File: src/rtl/alu_issue_seq_if.sv
// alu_issue_seq_if
//   Request/response handshake bundle for alu_issue_seq.
//   Request side : in_valid, in_ready, in_op, in_a, in_b
//   Response side: out_valid, out_ready, out_result, out_flags ({N,Z,C,V})
//   slave  = the sequencer's view, master = the requester/consumer's view.
interface alu_issue_seq_if #(
  parameter int WIDTH = 32
);
  logic             in_valid;
  logic             in_ready;
  logic [1:0]       in_op;
  logic [WIDTH-1:0] in_a;
  logic [WIDTH-1:0] in_b;
  logic             out_valid;
  logic             out_ready;
  logic [WIDTH-1:0] out_result;
  logic [3:0]       out_flags;

  modport slave (
    input  in_valid, in_op, in_a, in_b, out_ready,
    output in_ready, out_valid, out_result, out_flags
  );

  modport master (
    output in_valid, in_op, in_a, in_b, out_ready,
    input  in_ready, out_valid, out_result, out_flags
  );
endinterface

File: src/rtl/alu_issue_seq.sv
// alu_issue_seq
//   Issues one operation at a time to an external combinational ripple-carry
//   ALU, waits SETTLE_CYCLES clocks for the carry chain to settle, then
//   captures result and flags and offers them downstream. Keeps a sticky
//   overflow flag.
// Ports
//   clk, rst_n                   clock, asynchronous active-low reset
//   bus (slave)                  request/response handshake, see alu_issue_seq_if
//   alu_a, alu_b, alu_ctrl       registered operands/op driven to the ALU
//   alu_out, alu_carry, alu_zero,
//   alu_ovf, alu_neg             ALU result and raw flags
//   ovf_sticky, sticky_clr       sticky overflow and its synchronous clear
//   busy                         high while an operation is settling or held
//
// state  | meaning
// IDLE   | no operation in flight, ready for a request
// SETTLE | operands launched, counting down settle time
// DONE   | result captured and offered downstream
module alu_issue_seq #(
  parameter int WIDTH         = 32,
  parameter int SETTLE_CYCLES = 4
) (
  input  logic             clk,
  input  logic             rst_n,
  alu_issue_seq_if.slave   bus,
  output logic [WIDTH-1:0] alu_a,
  output logic [WIDTH-1:0] alu_b,
  output logic [1:0]       alu_ctrl,
  input  logic [WIDTH-1:0] alu_out,
  input  logic             alu_carry,
  input  logic             alu_zero,
  input  logic             alu_ovf,
  input  logic             alu_neg,
  output logic             ovf_sticky,
  input  logic             sticky_clr,
  output logic             busy
);

  typedef enum logic [1:0] {IDLE, SETTLE, DONE} state_t;

  state_t           state, state_nxt;
  logic [3:0]       cnt;
  logic             accept;
  logic             capture;
  logic             arith;
  logic [3:0]       cap_flags;
  logic             out_valid_q;
  logic [WIDTH-1:0] out_result_q;
  logic [3:0]       out_flags_q;

  // Only ADD (00) and SUB (10) produce meaningful carry/overflow.
  assign arith     = ~alu_ctrl[0];
  assign cap_flags = {alu_neg, alu_zero, arith & alu_carry, arith & alu_ovf};

  always_comb begin
    state_nxt   = state;
    bus.in_ready = 1'b0;
    capture     = 1'b0;
    case (state)
      IDLE: begin
        bus.in_ready = 1'b1;
        if (bus.in_valid) state_nxt = SETTLE;
      end
      SETTLE: begin
        if (cnt == 4'd0) begin
          capture   = 1'b1;
          state_nxt = DONE;
        end
      end
      DONE: begin
        // Result consumption and a new accept may share one edge.
        bus.in_ready = bus.out_ready;
        if (bus.out_ready) state_nxt = bus.in_valid ? SETTLE : IDLE;
      end
      default: state_nxt = IDLE;
    endcase
    accept = bus.in_valid & bus.in_ready;
  end

  always_ff @(posedge clk or negedge rst_n) begin
    if (!rst_n) state <= IDLE;
    else        state <= state_nxt;
  end

  always_ff @(posedge clk or negedge rst_n) begin
    if (!rst_n) begin
      alu_a    <= '0;
      alu_b    <= '0;
      alu_ctrl <= 2'b00;
      cnt      <= 4'd0;
    end else if (accept) begin
      alu_a    <= bus.in_a;
      alu_b    <= bus.in_b;
      alu_ctrl <= bus.in_op;
      cnt      <= 4'(SETTLE_CYCLES - 1);
    end else if (state == SETTLE && cnt != 4'd0) begin
      cnt <= cnt - 4'd1;
    end
  end

  always_ff @(posedge clk or negedge rst_n) begin
    if (!rst_n) begin
      out_valid_q  <= 1'b0;
      out_result_q <= '0;
      out_flags_q  <= 4'b0000;
      ovf_sticky   <= 1'b0;
    end else begin
      if (capture) begin
        out_valid_q  <= 1'b1;
        out_result_q <= alu_out;
        out_flags_q  <= cap_flags;
      end else if (state == DONE && bus.out_ready) begin
        out_valid_q <= 1'b0;
      end
      // A new overflow wins over a coincident clear.
      if (capture && cap_flags[0]) ovf_sticky <= 1'b1;
      else if (sticky_clr)         ovf_sticky <= 1'b0;
    end
  end

  assign bus.out_valid  = out_valid_q;
  assign bus.out_result = out_result_q;
  assign bus.out_flags  = out_flags_q;
  assign busy           = (state != IDLE);

endmodule

File: src/flat_wrapper.sv
// flat-port wrapper written by rule: the top's interface ports become plain ports
module alu_issue_seq_flat 
#(
  parameter int WIDTH         = 32,
  parameter int SETTLE_CYCLES = 4
)
  (clk, rst_n, alu_a, alu_b, alu_ctrl, alu_out, alu_carry, alu_zero, alu_ovf, alu_neg, ovf_sticky, sticky_clr, busy, bus_in_valid, bus_in_op, bus_in_a, bus_in_b, bus_out_ready, bus_in_ready, bus_out_valid, bus_out_result, bus_out_flags);
  alu_issue_seq_if #(.WIDTH(WIDTH)) bus_i ();
  input  logic clk;
  input  logic rst_n;
  output logic [WIDTH-1:0] alu_a;
  output logic [WIDTH-1:0] alu_b;
  output logic [1:0] alu_ctrl;
  input  logic [WIDTH-1:0] alu_out;
  input  logic alu_carry;
  input  logic alu_zero;
  input  logic alu_ovf;
  input  logic alu_neg;
  output logic ovf_sticky;
  input  logic sticky_clr;
  output logic busy;
  input wire logic [$bits(bus_i.in_valid)-1:0] bus_in_valid;
  input wire logic [$bits(bus_i.in_op)-1:0] bus_in_op;
  input wire logic [$bits(bus_i.in_a)-1:0] bus_in_a;
  input wire logic [$bits(bus_i.in_b)-1:0] bus_in_b;
  input wire logic [$bits(bus_i.out_ready)-1:0] bus_out_ready;
  output wire logic [$bits(bus_i.in_ready)-1:0] bus_in_ready;
  output wire logic [$bits(bus_i.out_valid)-1:0] bus_out_valid;
  output wire logic [$bits(bus_i.out_result)-1:0] bus_out_result;
  output wire logic [$bits(bus_i.out_flags)-1:0] bus_out_flags;
  assign bus_i.in_valid = bus_in_valid;
  assign bus_i.in_op = bus_in_op;
  assign bus_i.in_a = bus_in_a;
  assign bus_i.in_b = bus_in_b;
  assign bus_i.out_ready = bus_out_ready;
  assign bus_in_ready = bus_i.in_ready;
  assign bus_out_valid = bus_i.out_valid;
  assign bus_out_result = bus_i.out_result;
  assign bus_out_flags = bus_i.out_flags;
  alu_issue_seq #(.WIDTH(WIDTH), .SETTLE_CYCLES(SETTLE_CYCLES)) u_core (.clk(clk), .rst_n(rst_n), .bus(bus_i), .alu_a(alu_a), .alu_b(alu_b), .alu_ctrl(alu_ctrl), .alu_out(alu_out), .alu_carry(alu_carry), .alu_zero(alu_zero), .alu_ovf(alu_ovf), .alu_neg(alu_neg), .ovf_sticky(ovf_sticky), .sticky_clr(sticky_clr), .busy(busy));
endmodule
File: config.mk
export PLATFORM = sky130hd
export DESIGN_NAME = alu_issue_seq_flat
export DESIGN_NICKNAME = d
export VERILOG_FILES = /design/src/rtl/alu_issue_seq_if.sv /design/src/rtl/alu_issue_seq.sv /design/src/flat_wrapper.sv
export SDC_FILE = /design/constraint.sdc
export NUM_CORES = 1
export LEC_CHECK = 0
export CAP_MARGIN = 10
export CORE_MARGIN = 2
export CORE_UTILIZATION = 40
export DETAILED_ROUTE_END_ITERATION = 7
export HOLD_SLACK_MARGIN = 0.02
export PLACE_DENSITY_LB_ADDON = 0.05
export SETUP_SLACK_MARGIN = 0.02
export SLEW_MARGIN = 20
export SYNTH_ARGS = -nofsm -noshare
export SYNTH_HDL_FRONTEND = slang
export SYNTH_SLANG_ARGS = --single-unit
File: constraint.sdc
create_clock -name clk -period 2.1 [get_ports clk]
set_input_delay 0.42 -clock clk [delete_from_list [all_inputs] [get_ports clk]]
set_output_delay 0.42 -clock clk [all_outputs]
set_load 0.01 [all_outputs]
==> summary.md, run 1 <==
| Metric | Value |
|---|---|
| Largest net degree at the start of global routing | `63` |
| Area used by sequential logic in the layout | `2750 µm²` |
| Count of warnings emitted by yosys | `0` |
| Post-DRT Antenna Nets | `0` |
| Synth cell types | `26` |
| Final clock skew | `0.0129 ns` |
| Antenna violations before repair | `0` |
| Die W | `107 µm` |
| I/O pin cnt | `213` |
| Peak VDD IR | `633 µV` |
| Depth of the CTS H-tree | `3` |
| Seq cells post-synth | `110` |
| Final min period | `2.04 ns` |
| Number of instances in the synthesized netlist | `262` |
| Share of the core filled with cells in the final layout | `66.1%` |
| Global-route wire length before repair | `16,200 µm` |
| DPL Wire Length | `7610 µm` |
| Outcome | `finished, final reports clean` |
| Detailed Route Iter0 Violations | `85` |
| Number of global-route vias before repair | `3,122` |
| Tot Pwr | `9.75 mW` |
| Area share of xor/xnor cells in the synthesized design | `0%` |
| Static power due to leakage | `2.81 nW` |
| Average instance area after synthesis | `16.0 µm²` |
| Total via count after detailed routing | `2,964` |
| CP Data Required Time | `1.68 ns` |
| Clock group share of total power | `12.3%` |
| Worst-margin pin slew | `0.467 ns` |
| Number of hold-slack violations in the final timing report | `0` |
| DR WL/cell | `16.3 µm` |
| Multi-input gate area | `1380 µm²` |
| Setup-violating endpoint count in the final report | `0` |
| Quantity of I/O buffers inserted on ports | `212` |
| Aggregate global routing overflow | `0` |
| Power density relative to cell area | `1440 nW/µm²` |
| CP endpoint kind | `output port` |
| Clock transition at the registers of the reported paths | `0.10 ns` |
| Leading post-synthesis cells by cell area | `dfrtp_1 (65%), mux2_2 (25%), mux2_1 (1.6%)` |
| Maximum root-to-sink buffer count | `2` |
| Total CTS buffers | `9` |
| Sequential Power Share | `38.3%` |
| Combinational group share of total power | `49.4%` |
| Setup crit start kind | `input pin` |
| Synthesized net count | `371` |
| Library cell with the largest summed area after synthesis | `dfrtp_1` |
| Area of the core region | `10,300 µm²` |
| Post-detailed-route via-to-cell ratio | `4.73` |
| Net switching power of the design | `2.99 mW` |
| Sequential cell area fraction in the yosys report | `65.5%` |
| Worst slack on hold paths | `0.386 ns` |
| Vert. Die Dim | `107 µm` |
| Global-route usage over all layers | `18.4%` |
| Worst hold-check path type | `in -> async` |
| Clk Latency, worst-skew pair | `0.36 ns` |
| Combined area of all synthesized cells | `4200 µm²` |
| Antenna Diode Count | `0` |
| Share of cells above drive strength 1 | `25.9%` |
| Sw frac | `30.7%` |
| Crit path kind | `in -> out` |
| Number of pins with negative max-slew slack in the final report | `0` |
| Die Outline Area | `11,300 µm²` |
| Period Utilization, post-route | `97.3%` |
| Unrepaired setup endpoints after global routing | `true` |
| Area added between synthesis and finish | `61.6%` |
| Post-Route Setup TNS | `0 ns` |
| Clock Tree Root | `clkbuf_8` |
| Simple-gate portion of the synthesized area | `3.33%` |
| Compound-Gate Fraction of Synth Area | `1.79%` |
| TritonCTS clock tree | `done` |
| Final #Nets | `595` |
| Total iterations of the first detailed-routing run | `4` |
| Largest family of logic cells by synthesized area | `multiplexers` |
| Effective utilization at floorplan | `40.9%` |
| Fraction of post-synthesis cell area in the top cell type by area | `65.5%` |
| Number of buffers added for setup after CTS | `0` |
| Std cell rows | `37` |
| Weighted congestion reported at the end of routability-driven placement | `0.750` |
| Fmax | `0.489 GHz` |
| Arrival time at the worst endpoint | `1.62 ns` |
| Number of fill cells in the layout | `813` |
| Drt drc | `0` |
| Share of synthesized cell area in full adder, half adder and majority cells | `0.595%` |
| Crit-path max FO | `3` |
| Fraction of synthesized area in multiplexers | `26.8%` |
| Int Pwr | `6.76 mW` |
| Routed wire length | `10,200 µm` |
| Number of maximum-capacitance violations | `0` |
| Slew HR | `68.9%` |
| Number of sinks driven by the clock tree | `110` |
## synth_stat cells
| cell | count |
|---|---|
| dfrtp_1 | 110 |
| mux2_2 | 94 |
| o21ai_0 | 9 |
| buf_2 | 7 |
| mux2_1 | 6 |
| inv_1 | 5 |
| a21oi_1 | 3 |
| nand2b_1 | 3 |
| nor2b_1 | 3 |
| a21o_1 | 2 |
| buf_6 | 2 |
| ha_1 | 2 |
| nand2_1 | 2 |
| or4_1 | 2 |
| buf_4 | 1 |
| nand2_2 | 1 |
| nand3_1 | 1 |
| nand4b_1 | 1 |
| nor2_1 | 1 |
| nor3_1 | 1 |
| nor3b_1 | 1 |
| nor3b_2 | 1 |
| or2_2 | 1 |
| or3_1 | 1 |
| or3b_2 | 1 |
| or4b_1 | 1 |
## final cells by class
type / count / share of cell area [%]
clock inverters: 6 / 0.663
well taps: 136 / 2.51
repair buffers: 223 / 33.7
clock buffers: 10 / 2.03
inverters: 5 / 0.276
multi-input cells: 137 / 20.2
flip-flops and latches: 110 / 40.5
## flip-flops by register name, summed over array words and instances, names as in the netlist, 2 cells and up
signal	count
u_core.alu_ctrl	2
u_core.cnt	4
u_core.state	2
u_core.alu_a	32
u_core.alu_b	32
u_core.bus.out_flags	4
u_core.bus.out_result	32
## per-stage QoR
step	cell area [µm²]	setup WS, ns	instances
3_3_place_gp	6600	0.0346	610
6_report	6790	0.0566	627
3_5_place_dp	6600	0.0372	610
5_1_grt	6790	-0.00683	627
2_1_floorplan	4200	0.305	262
4_1_cts	6790	0.0292	627
## metal layers
metal / wire length, µm / vias to the layer above / global-route usage (%) / share of wire (%)
li1: - / 1368 / - / -
met1: 3820 / 1466 / 21.1 / 37
met2: 5260 / 114 / 31.6 / 52
met3: 906 / 16 / 6.62 / 8.9
met4: 217 / 0 / 7.24 / 2.1
met5: 0 / - / 0 / 0
## what timing repair did
action / in CTS / in global routing
hold buffers: 1 / 0
hold endpoints to repair: 1 / 0
gates resized for setup: 0 / 2
setup endpoints to repair: 0 / 2
## cells in the final DEF (no fill, tap or decap)
cell type / Yosys / routed
dfrtp_2: 0 / 1
a21o_1: 2 / 2
nand2_1: 2 / 2
clkbuf_8: 0 / 10
nor3_1: 1 / 1
mux2_2: 94 / 94
buf_4: 1 / 4
or3b_2: 1 / 1
clkinv_2: 0 / 2
mux2_1: 6 / 6
or4b_1: 1 / 1
nand4b_1: 1 / 1
nand2_2: 1 / 1
or2_2: 1 / 1
nand2b_1: 3 / 3
o21ai_0: 9 / 9
or3_1: 1 / 1
buf_12: 0 / 7
clkdlybuf4s50_1: 0 / 211
dlygate4sd3_1: 0 / 1
a21oi_1: 3 / 3
nand3_1: 1 / 1
nor2b_1: 3 / 2
nor2b_2: 0 / 1
ha_1: 2 / 2
nor3b_1: 1 / 1
clkinv_4: 0 / 2
inv_1: 5 / 5
or4_1: 2 / 2
nor3b_4: 0 / 1
inv_6: 0 / 2
dfrtp_1: 110 / 109
nor2_1: 1 / 1
## worst max-delay path, cell delays in order
cell and delay [ns]:
clkdlybuf4s50_1 0.51, nor2b_2 0.08, nor2_1 0.08, clkdlybuf4s50_1 0.53
## cell families (layout without fill, tap and decap cells)
| family | count (synthesis) | in the layout |
|---|---|---|
| AOI/OAI and AO/OA | 14 | 14 |
| adders and majority gates | 2 | 2 |
| buffers and inverters | 15 | 244 |
| DFF | 110 | 110 |
| muxes | 100 | 100 |
| and+or+nand+nor | 21 | 21 |
## power by group through the flow
| stage | clock (mW) | sequential, mW | combinational (mW) |
|---|---|---|---|
| after floorplan | 0 | 4.24 | 1.57 |
| after global placement | 0 | 3.74 | 4.80 |
| after detailed placement | 0 | 3.79 | 4.89 |
| after CTS | 1.25 | 3.75 | 4.91 |
| after global routing | 1.33 | 3.90 | 5.13 |
| final | 1.20 | 3.74 | 4.82 |
## final timing paths
check	startpoint	cells past startpoint	slack (ns)	to
worst min-delay path	rst_n	2	0.39	u_core.alu_b[8]$_DFFE_PN0P_
worst max-delay path	bus_out_ready	4	0.06	bus_in_ready
worst max register to register	u_core.cnt[0]$_DFFE_PN0P_	6	0.21	u_core.bus.out_result[13]$_DFFE_PN0P_
worst min register to register	u_core.alu_b[30]$_DFFE_PN0P_	1	0.49	u_core.alu_b[30]$_DFFE_PN0P_
max in group asynchronous	rst_n	3	1.18	u_core.state[0]$_DFFE_PN0P_
min in group clk	u_core.alu_b[30]$_DFFE_PN0P_	1	0.49	u_core.alu_b[30]$_DFFE_PN0P_
Power figures use the tool's default switching activity.
==> run 2, diff against run 1 <==
- CORE_ASPECT_RATIO: not set -> 0.75
==> summary.md, run 2 (synthesized netlist as in run 1, its figures left out) <==
| Metric | Value |
|---|---|
| Tot Pwr | `10.5 mW` |
| Static power due to leakage | `2.89 nW` |
| Drt drc | `0` |
| Int Pwr | `7.50 mW` |
| Depth of the most critical reg-to-reg path | `6` |
| Global-route usage over all layers | `18.8%` |
| Quantity of I/O buffers inserted on ports | `212` |
| TritonCTS clock tree | `done` |
| Period Utilization, post-route | `95.5%` |
| DR WL/cell | `16.3 µm` |
| Most common cell after layout, fill and taps aside | `clkdlybuf4s50_1` |
| Area of the core region | `10,200 µm²` |
| R2r setup slk | `0.31 ns` |
| Antenna violations before repair | `0` |
| Weighted congestion reported at the end of routability-driven placement | `0.725` |
| Clock Tree Root | `clkbuf_16` |
| Largest net degree at the start of global routing | `52` |
| Post-DRT Antenna Nets | `0` |
| Setup crit start kind | `register` |
| Vert. Die Dim | `92.8 µm` |
| Aggregate global routing overflow | `0` |
| Combinational group share of total power | `46.0%` |
| Worst-margin pin slew | `0.551 ns` |
| Gate family responsible for the most delay along the worst path | `flip-flops` |
| Maximum root-to-sink buffer count | `2` |
| Launch point of the worst reg-to-reg path | `u_core.cnt[0]$_DFFE_PN0P_` |
| Slew HR | `63.3%` |
| Final clock skew | `0.00701 ns` |
| Std cell rows | `32` |
| Clk Latency, worst-skew pair | `0.34 ns` |
| CP endpoint kind | `output port` |
| Total via count after detailed routing | `2,951` |
| Die W | `122 µm` |
| Post-Route Setup TNS | `0 ns` |
| Outcome | `finished, final reports clean` |
| Number of hold-slack violations in the final timing report | `0` |
| Number of pins with negative max-slew slack in the final report | `0` |
| Final #Nets | `596` |
| Area used by sequential logic in the layout | `2750 µm²` |
| Series of cell instances along the critical path | `or2_2, clkdlybuf4s50_1` |
| Worst Path Buf+Inv | `1` |
| Depth of the CTS H-tree | `3` |
| Worst slack on hold paths | `0.0650 ns` |
| CP Data Required Time | `1.68 ns` |
| Net switching power of the design | `3.01 mW` |
| Detailed Route Iter0 Violations | `85` |
| Number of fill cells in the layout | `777` |
| DPL Wire Length | `7800 µm` |
| Final min period | `2.01 ns` |
| Number of maximum-capacitance violations | `0` |
| Number of global-route vias before repair | `3,169` |
| Routed wire length | `10,200 µm` |
| Effective utilization at floorplan | `41.0%` |
| Share of cells above drive strength 1 | `25.9%` |
| Clock group share of total power | `18.2%` |
| Area added between synthesis and finish | `65.5%` |
| Fmax | `0.498 GHz` |
| Crit-path max FO | `7` |
| Power density relative to cell area | `1510 nW/µm²` |
| Post-detailed-route via-to-cell ratio | `4.71` |
| I/O pin cnt | `213` |
| Global-route wire length before repair | `16,000 µm` |
| Clock transition at the registers of the reported paths | `0.07 ns` |
| Peak VDD IR | `753 µV` |
| Crit path kind | `reg -> out` |
| Unrepaired setup endpoints after global routing | `false` |
| Total CTS buffers | `9` |
| Number of buffers added for setup after CTS | `0` |
| Sequential Power Share | `35.8%` |
| Destination of the worst register-to-register timing path | `u_core.bus.out_result[13]$_DFFE_PN0P_` |
| Worst hold-check path type | `in -> async` |
| Arrival time at the worst endpoint | `1.59 ns` |
| Leading cell types in the layout, fill and taps excluded | `clkdlybuf4s50_1 (210), dfrtp_1 (109), mux2_2 (94)` |
| Total iterations of the first detailed-routing run | `4` |
| Number of sinks driven by the clock tree | `110` |
| Critical Path Max Stage Delay | `0.47 ns` |
| Multi-input gate area | `1380 µm²` |
| Worst-path cell with the longest stage delay | `dfrtp_2` |
| Die Outline Area | `11,400 µm²` |
| Setup-violating endpoint count in the final report | `0` |
| Antenna Diode Count | `0` |
| Critical Path Start | `u_core.state[0]$_DFFE_PN0P_` |
| Sw frac | `28.6%` |
run 2: cell count changes in the layout (fill, tap and decap cells not counted), sizes merged:
cell | before | now
clkbuf | 10 | 11
clkdlybuf4s50 | 211 | 210
buf | 11 | 13
clkinv | 4 | 1
bufinv | 0 | 3
inv | 7 | 5
dlymetal6s2s | 0 | 1
dlygate4sd3 | 1 | 0
run 2: final cells by class:
type | instances | share of cell area, %
multi-input cells | 137 | 19.8
clock buffers | 11 | 3.49
flip-flops and latches | 110 | 39.6
clock inverters | 4 | 1.37
repair buffers | 224 | 33.1
well taps | 136 | 2.45
inverters | 5 | 0.270
run 2: routing by layer:
metal	track usage, %	share of wire (%)
met5	0	0
met4	5.94	1.3
met3	8.99	9.9
met2	31.5	51
met1	21.0	38
run 2: how the worst max path moves through the flow:
stage	slack [ns]	cells past startpoint	end
floorplan	0.30	6	u_core.bus.out_flags[2]$_DFFE_PN0P_
global placement	0.04	4	bus_in_ready
detailed placement	0.03	4	bus_in_ready
CTS	0.02	4	bus_in_ready
global route	0.04	2	busy
finish	0.09	2	busy
run 2: what timing repair did:
item	4_1_cts	5_1_grt
gates resized for setup	0	3
hold buffers	0	0
endpoints found under the setup margin	0	2
run 2: per-stage QoR:
step | std cells | instance area, µm² | worst slack [ns] | utilization, %
5_1_grt | 627 | 6960 | 0.0387 | 67.9
3_3_place_gp | 612 | 6610 | 0.0396 | 64.5
3_5_place_dp | 612 | 6610 | 0.0332 | 64.5
2_1_floorplan | 262 | 4200 | 0.305 | -
6_report | 627 | 6960 | 0.0937 | 67.9
4_1_cts | 627 | 6950 | 0.0247 | 67.8
run 2: power by group through the flow:
stage                     registers [mW]  clock network (mW)  logic (mW)
final                               3.77                1.91        4.83
after global routing                3.92                2.06        5.15
after CTS                           3.78                1.97        4.92
after detailed placement            3.81                   0        4.89
after global placement              3.74                   0        4.81
after floorplan                     4.24                   0        1.57
